$ cat config.mk
export PLATFORM = sky130hd
export DESIGN_NAME = match_sequencer
export DESIGN_NICKNAME = d
export VERILOG_FILES = /design/src/rtl/match_sequencer.sv
export SDC_FILE = /design/constraint.sdc
export NUM_CORES = 1
export LEC_CHECK = 0
export ABC_CLOCK_PERIOD_IN_PS = 1400
export CAP_MARGIN = 20
export CORE_ASPECT_RATIO = 0.5
export CORE_MARGIN = 10
export CORE_UTILIZATION = 43
export DETAILED_ROUTE_END_ITERATION = 8
export HOLD_SLACK_MARGIN = 0.12
export PLACE_DENSITY = 0.77
export SLEW_MARGIN = 30
export SYNTH_ARGS = -nofsm -noshare
export SYNTH_HDL_FRONTEND = slang
export SYNTH_SLANG_ARGS = --single-unit
$ cat constraint.sdc
create_clock -name clk -period 1.4 [get_ports clk]
set_input_delay 0.28 -clock clk [delete_from_list [all_inputs] [get_ports clk]]
set_output_delay 0.28 -clock clk [all_outputs]
set_load 0.005 [all_outputs]
$ cat src/rtl/match_sequencer.sv
// Round/match controller for the tug-of-war game: launches rounds, gates play, holds results, keeps score.
// Optional build macro ADAPTIVE_DIFF_EN lowers the cyber threshold by DIFF_STEP per player-1 point.
module match_sequencer #(
  parameter  int unsigned WIN_SCORE   = 7,
  parameter  int unsigned HOLD_CYCLES = 8,
  parameter  int unsigned DIFF_STEP   = 32,
  localparam int unsigned SCW         = $clog2(WIN_SCORE + 1)
) (
  input  logic           clk,
  input  logic           reset,
  input  logic           start,
  input  logic           win1,
  input  logic           win2,
  input  logic [8:0]     base_level,
  output logic           play_en,
  output logic           field_reset,
  output logic [SCW-1:0] score1,
  output logic [SCW-1:0] score2,
  output logic [8:0]     cyber_level,
  output logic           match_over,
  output logic [1:0]     winner
);

  localparam int unsigned HCW = $clog2(HOLD_CYCLES + 1);
  localparam logic [SCW-1:0] WIN_VAL  = SCW'(WIN_SCORE);
  localparam logic [HCW-1:0] HOLD_END = HCW'(HOLD_CYCLES - 1);

  typedef enum logic [2:0] {
    S_IDLE,
    S_LAUNCH,
    S_PLAY,
    S_HOLD,
    S_DONE
  } state_t;

  state_t         state_q, state_d;
  logic [HCW-1:0] hold_cnt_q, hold_cnt_d;
  logic [SCW-1:0] score1_q, score1_d, score2_q, score2_d;
  logic [8:0]     cyber_level_q, cyber_level_d;
  logic           play_en_q, play_en_d;
  logic           field_reset_q, field_reset_d;
  logic           match_over_q, match_over_d;
  logic [1:0]     winner_q, winner_d;
  logic           start_q;
  logic           start_rise;
  logic [8:0]     launch_level;

  assign start_rise = start & ~start_q;

`ifdef ADAPTIVE_DIFF_EN
  logic [12:0] penalty;
  always_comb begin
    penalty      = 13'(DIFF_STEP) * 13'(score1_q);
    launch_level = ({4'b0, base_level} > penalty) ? 9'({4'b0, base_level} - penalty) : '0;
  end
`else
  assign launch_level = base_level;
`endif

  always_comb begin
    state_d       = state_q;
    hold_cnt_d    = hold_cnt_q;
    score1_d      = score1_q;
    score2_d      = score2_q;
    cyber_level_d = cyber_level_q;
    match_over_d  = match_over_q;
    winner_d      = winner_q;

    case (state_q)
      S_IDLE: if (start_rise) state_d = S_LAUNCH;
      S_LAUNCH: begin
        cyber_level_d = launch_level;
        state_d       = S_PLAY;
      end
      S_PLAY: begin
        hold_cnt_d = '0;
        if (win1 && win2) begin
          state_d = S_HOLD;
        end else if (win1) begin
          score1_d = score1_q + 1'b1;
          if (score1_d == WIN_VAL) begin
            state_d      = S_DONE;
            match_over_d = 1'b1;
            winner_d     = 2'b01;
          end else begin
            state_d = S_HOLD;
          end
        end else if (win2) begin
          score2_d = score2_q + 1'b1;
          if (score2_d == WIN_VAL) begin
            state_d      = S_DONE;
            match_over_d = 1'b1;
            winner_d     = 2'b10;
          end else begin
            state_d = S_HOLD;
          end
        end
      end
      S_HOLD: begin
        if (hold_cnt_q == HOLD_END) state_d = S_LAUNCH;
        else                        hold_cnt_d = hold_cnt_q + 1'b1;
      end
      S_DONE: begin
        if (start_rise) begin
          score1_d     = '0;
          score2_d     = '0;
          match_over_d = 1'b0;
          winner_d     = 2'b00;
          state_d      = S_LAUNCH;
        end
      end
      default: state_d = S_IDLE;
    endcase

    // Gating outputs are decoded from the next state so they stay registered yet track the FSM.
    play_en_d     = (state_d == S_PLAY);
    field_reset_d = (state_d == S_IDLE) || (state_d == S_LAUNCH);
  end

  always_ff @(posedge clk) begin
    if (reset) begin
      state_q       <= S_IDLE;
      hold_cnt_q    <= '0;
      score1_q      <= '0;
      score2_q      <= '0;
      cyber_level_q <= '0;
      play_en_q     <= 1'b0;
      field_reset_q <= 1'b1;
      match_over_q  <= 1'b0;
      winner_q      <= 2'b00;
      start_q       <= 1'b1;
    end else begin
      state_q       <= state_d;
      hold_cnt_q    <= hold_cnt_d;
      score1_q      <= score1_d;
      score2_q      <= score2_d;
      cyber_level_q <= cyber_level_d;
      play_en_q     <= play_en_d;
      field_reset_q <= field_reset_d;
      match_over_q  <= match_over_d;
      winner_q      <= winner_d;
      start_q       <= start;
    end
  end

  assign play_en     = play_en_q;
  assign field_reset = field_reset_q;
  assign score1      = score1_q;
  assign score2      = score2_q;
  assign cyber_level = cyber_level_q;
  assign match_over  = match_over_q;
  assign winner      = winner_q;

endmodule
==> out/results.txt, run 1 <==
Max-slew violations: 0
Post-synth EDFFs: 0
Static Leakage: 0.948 nW
CTS Buf Count: 3
Post-cts hold buffer count: 0
Min-delay worst type: in -> reg
Yosys warns: 0
Fillers: 225
TritonCTS clock tree: built
Synth async-reset ratio: 0%
Unrepaired setup endpoints after global routing: true
Post-layout min period: 1.43 ns
Biggest area consumer among synthesized cells: dfxtp_1
Status: finished with violations
Slew headroom: 78.1%
Area taken by multi-input logic gates: 927 um^2
PD cells: 729 nW/um^2
Vias in the first global route: 1394
Synthesized flop and latch total: 28
Crit start category: register
Hold path depth: 2
Placeable Area: 3010 um^2
WHS: 0.267 ns
Final WS setup: -0.0274 ns
Largest net degree at the start of global routing: 17
Slew @ Worst Pin: 0.325 ns
Avg Cell Area, Syn: 9.00 um^2
Effective utilization at floorplan: 44.8%
Final ANT Viol Nets: 0
Chip width: 99.2 um
GR Util All Layers: 13.5%
H-tree levels: 1
Die Height: 59.6 um
Clock Path Buffers: 2
Number of antenna repair diodes: 0
Core Rows: 14
WP data required: 1.59 ns
Crit end category: register
Max-Cap Viols: 0
Top-area cell type share of the netlist area: 41.5%
Layout Cells excl Fill: 249
Placed Cells incl. Taps: 241
First-pass GRT wire length: 6590 um
Failing checks: negative setup slack
Routed length per instance: 16.7 um
Initial DRC Count: 75
# clock sinks: 28
Final Skew: 0.00901 ns
Drt pass-1 iters: 5
Maximum VDD drop: 0.000506 V
Setup TNS: -0.0737 ns
Final Hold Viols: 0
Top Ports: 34
IO buf count: 33
Routability cong.: 0.845
Drt drc: 0
Area delta synth->final: 60.8%
Setup violations, final: 4
Antenna violations before repair: 0
CP arrival: 1.62 ns
Crit-path max FO: 4
Fmax: 701 MHz
Final period util: 102%
Via Count: 1385
Clk Latency, worst-skew pair: 0.28 ns
Syn_nets: 169
Final wirelength: 4160 um
Overflow after GRT: 0
Synth Flop Type: dfxtp_1
Reg clk slew, reported paths: 0.10 ns
Number of nets in the layout: 229
Post-synthesis cell area: 1350 um^2
Die outline area: 5920 um^2
Reg2Reg Depth: 5
Root Buffer: clkbuf_8
HPWL Detailed: 2690 um
Top cells by area, synth: dfxtp_1, mux2i_1, nor2_1
Register area: 584 um^2
Via density: 5.56
Seq/Total Area, Yosys: 41.5%
Type of the worst setup path: reg -> reg
Cell variety after synth: 41
Layout cell share with drive strength beyond 1: 37.3%
Mapped Cells: 150
## layout make-up
type                    instances  area share [%]
well taps                      40            2.31
inverters                       7            1.21
flip-flops and latches         28            26.9
multi-input cells             110            42.7
repair buffers                 60            24.3
clock buffers                   4            2.54
## where the power goes
group	leakage, nW	switching (W)	internal, W
Combinational	0.685	0.000118	0.000130
Sequential	0.233	0.0000128	0.000809
Clock	0.0288	0.000261	0.000253
Total	0.948	0.000391	0.00119
## logic make-up (layout without fill, tap and decap cells)
logic type	Yosys count	after routing	share of synthesized area [%]
flip-flops	28	28	41.5
adder cells (fa/ha/maj)	5	5	4.63
AND/OR/NAND/NOR	60	60	25.6
buffers and inverters	12	71	3.61
AO/OA/AOI/OAI	33	33	15.9
multiplexers	10	10	7.41
XOR/XNOR	2	2	1.30
## critical path, stage by stage (launching register included)
cell     delay, ns
dfxtp_4       0.37
ha_4          0.18
xnor2_4       0.17
nor3b_4       0.08
o31a_1        0.34
a31o_1        0.19
## synth_stat cells, drive strengths merged, types with 3 or more instances
master,number
a21o,3
a21oi,8
nor2,22
nand2b,8
o21ai,10
nor2b,4
ha,5
inv,7
buf,3
nand2,3
dfxtp,28
nand3,4
a22oi,3
nor3,6
mux2i,10
## state kept, by name (all words and copies together), names as in the netlist
name / cells
score1: 3
cyber_level: 9
match_over: 1
hold_cnt_q: 4
start_q: 1
score2: 3
field_reset: 1
state_q: 3
play_en: 1
winner: 2
## final timing paths
check,slack (ns),start,to
max,-0.03,score2[1]$_SDFFE_PP0P_,field_reset$_SDFF_PP1_
min,0.27,start,start_q$_SDFF_PP1_
max reg2reg,-0.03,score2[1]$_SDFFE_PP0P_,field_reset$_SDFF_PP1_
min reg2reg,0.49,winner[1]$_SDFFE_PP0P_,winner[1]$_SDFFE_PP0P_
## cells in the final DEF (no fill, tap or decap), types with 3 or more instances in the layout
cell type,instances
buf_4,26
dfxtp_4,4
nor3_2,3
a21o_1,3
dlymetal6s2s_1,3
nor3_1,3
nand2b_1,7
a21oi_1,7
nor2b_1,3
clkbuf_8,4
o21ai_2,4
o21ai_1,3
mux2i_1,9
clkdlybuf4s50_1,10
dfxtp_1,17
o21ai_0,3
nand3_1,3
nor2_1,19
inv_1,6
dfxtp_2,7
nand2_1,3
a22oi_1,3
dlygate4sd2_1,20
## layer usage
metal	track usage, %	vias up	share of wire [%]
met2	24.4	56	51
met4	5.48	0	2.5
li1	-	653	-
met5	0	-	0
met1	14.5	666	40
met3	4.19	10	7.3
## through the flow
step / utilization (%) / total power, W / setup slack (ns) / instance area [um^2]
after floorplan: - / 0.000938 / 0.00795 / 1370
after global placement: 63.4 / 0.00106 / -0.300 / 1910
after detailed placement: 63.4 / 0.00107 / -0.323 / 1910
after CTS: 68.0 / 0.00157 / -0.0352 / 2050
after global routing: 72.1 / 0.00164 / -0.0697 / 2170
final: 72.1 / 0.00158 / -0.0274 / 2170
## repair_timing
item	4_1_cts	5_1_grt
endpoints found under the setup margin	25	25
pin swaps	11	13
resized for setup	41	29
buffers inserted	4	0
Note: power is estimated with default switching activity, not from simulation.
==> run 2, diff against run 1 <==
ABC_CLOCK_PERIOD_IN_PS = default   (was 1400)
SETUP_SLACK_MARGIN = 0.3   (was default)
==> run 2 against run 1 <==
  * The run still ends with negative setup slack left
  * Clock skew fell by 0.0070 ns
  * Non-clock buffer count rose by 24
  * Wire length rose by 41%
  * Setup slack got worse by 0.18 ns
  * Largest cell class unchanged
  * Largest power group unchanged
  * Highest routed layer unchanged
==> out/results.txt, run 2 (synthesis results as in run 1) <==
Area delta synth->final: 90.2%
Crit-path max FO: 5 (+1)
Commonest non-fill, non-tap cell in the layout: buf_6
Reg power frac: 45.9% (-6.0 points)
Number of nets in the layout: 253 (+10%)
Slew headroom: 80.5% (+2.4 points)
Min-delay worst type: in -> reg
WP data required: 1.61 ns (+0.02 ns)
Met3 wire length: 369 um (+22%)
Layout Cells excl Fill: 274 (+10%)
CTS Buf Count: 3 (unchanged)
Failing checks: negative setup slack
PD cells: 695 nW/um^2 (-4.6%)
Placement Cell Area: 1980 um^2 (+3.4%)
Max-Cap Viols: 0 (unchanged)
Core Rows: 14 (unchanged)
Setup violations, final: 14 (+10)
Layout cell share with drive strength beyond 1: 59.2% (+22 points)
Cells along the critical path: or3b_4, buf_6, nor2_1, o21ai_0, o21ai_1
Crit end category: register
Die outline area: 5920 um^2 (unchanged)
Unrepaired setup endpoints after global routing: true
Fillers: 151 (-33%)
Clk Latency, worst-skew pair: 0.28 ns (about the same)
Worst Path Buf+Inv: 1 (+1)
Combinational power share: 18.1% (+2.5 points)
HPWL Detailed: 2650 um (-1.6%)
Fmax: 621 MHz (-11%)
Routed length per instance: 21.4 um (+28%)
First-pass GRT wire length: 8020 um (+22%)
Slew @ Worst Pin: 0.292 ns (-0.0327 ns)
Routability cong.: 0.777 (-8.1%)
Net Sw Power: 0.000422 W (+7.9%)
Crit path max-delay family: simple AND/OR/NAND/NOR gates
Final wirelength: 5860 um (+41%)
Maximum VDD drop: 0.000719 V (+42%)
Chip width: 99.2 um (unchanged)
H-tree levels: 1 (unchanged)
Root Buffer: clkbuf_8
Final Hold Viols: 0 (unchanged)
GR Util All Layers: 17.0% (+3.6 points)
CP max stage cell: or3b_4
Effective utilization at floorplan: 44.8% (unchanged)
Clock Path Buffers: 2 (unchanged)
Via Count: 1544 (+11%)
Top Ports: 34 (unchanged)
IO buf count: 33 (unchanged)
Drt pass-1 iters: 4 (-1)
Placed Cells incl. Taps: 238 (-1.2%)
Placeable Area: 3010 um^2 (unchanged)
Max-slew violations: 0 (unchanged)
Final ANT Viol Nets: 0 (unchanged)
Die Height: 59.6 um (unchanged)
WL met2: 2790 um (+33%)
Largest net degree at the start of global routing: 17 (unchanged)
Top layer in use: met4
Status: finished with violations
Reg clk slew, reported paths: 0.10 ns (about the same)
Post-route cell area: 2570 um^2 (+18%)
Initial DRC Count: 101 (+35%)
Vias in the first global route: 1539 (+10%)
Post-cts hold buffer count: 0 (unchanged)
Antenna violations before repair: 1 (+1)
CP peak stage delay: 0.44 ns (+0.07 ns)
Static Leakage: 1.06 nW (+12%)
Final WS setup: -0.211 ns (-0.184 ns)
Final period util: 115% (+13 points)
Post-layout min period: 1.61 ns (+0.184 ns)
CP arrival: 1.82 ns (+0.20 ns)
# clock sinks: 28 (unchanged)
TritonCTS clock tree: built
Drt drc: 0 (unchanged)
Clock share of power: 36.1% (+3.7 points)
Via density: 5.64 (+1.3%)
Final Skew: 0.00196 ns (-0.00705 ns)
Type of the worst setup path: reg -> reg
M1 wire length: 2500 um (+52%)
Max reg flops: 9 (unchanged)
Crit start category: register
Most frequent cells in the layout: buf_6, buf_4, nor2_1, dfxtp_2, buf_2
Sw Ratio: 23.6% (-1.1 points)
Overflow after GRT: 0 (unchanged)
Internal power: 0.00136 W (+15%)
run 2: worst paths after layout:
kind	slack [ns]	start	end	cells after the start
setup reg to reg	-0.21	state_q[2]$_SDFF_PP0_	match_over$_SDFFE_PP0P_	5
setup / recovery	-0.21	state_q[2]$_SDFF_PP0_	match_over$_SDFFE_PP0P_	5
hold / removal	0.48	start	start_q$_SDFF_PP1_	2
hold reg to reg	0.49	winner[1]$_SDFFE_PP0P_	winner[1]$_SDFFE_PP0P_	2
run 2: final cells by class:
cell class	instances	area (um^2)	share of cell area (%)
Antenna cell	1	2.50	0.0975
Clock buffer	3	41.3	1.61
Clock inverter	1	30.0	1.17
Inverter	7	28.8	1.12
Multi-Input combinational cell	110	996	38.8
Sequential cell	28	609	23.7
Tap cell	40	50.0	1.95
Timing Repair Buffer	84	810	31.5
run 2: metrics by stage:
step                hold WS (ns)  power, W  utilization, %  setup slack, ns  TNS (ns)
floorplan                  0.387  0.000952               -           0.0293         0
global placement           0.461   0.00107            65.6           -0.312     -2.97
detailed placement         0.462   0.00107            65.6           -0.355     -3.18
CTS                        0.379   0.00174            80.9          -0.0911    -0.237
global route               0.461   0.00184            85.2           -0.250     -1.86
finish                     0.478   0.00179            85.2           -0.211     -1.04
run 2: power by group through the flow:
stage | sequential, W | combinational [W] | clock (W)
3_5_place_dp | 0.000847 | 0.000227 | 0
3_3_place_gp | 0.000847 | 0.000223 | 0
5_1_grt | 0.000821 | 0.000339 | 0.000679
2_1_floorplan | 0.000845 | 0.000106 | 0
6_report | 0.000819 | 0.000323 | 0.000644
4_1_cts | 0.000817 | 0.000274 | 0.000651
run 2: what timing repair did:
action / CTS / global route
gates cloned: 1 / 0
buffers inserted: 23 / 7
setup endpoints to repair: 46 / 38
pin swaps: 19 / 18
resized for setup: 140 / 24
run 2: per-layer routing:
| layer | vias up | track usage [%] |
|---|---|---|
| li1 | 698 | - |
| met1 | 756 | 19.7 |
| met2 | 74 | 30.5 |
| met3 | 16 | 3.61 |
| met4 | 0 | 6.49 |
| met5 | - | 0 |
run 2: worst reg2reg max path, stage by stage (launching register included):
cell and delay (ns):
dfxtp_4 0.38, or3b_4 0.44, buf_6 0.16, nor2_1 0.24
o21ai_0 0.20, o21ai_1 0.12
==> run 3, diff against run 2 <==
CAP_MARGIN = default   (was 20)
SLEW_MARGIN = default   (was 30)
==> results of run 3 <==
The final DEF is identical to that of run 2; final timing and power are the same.
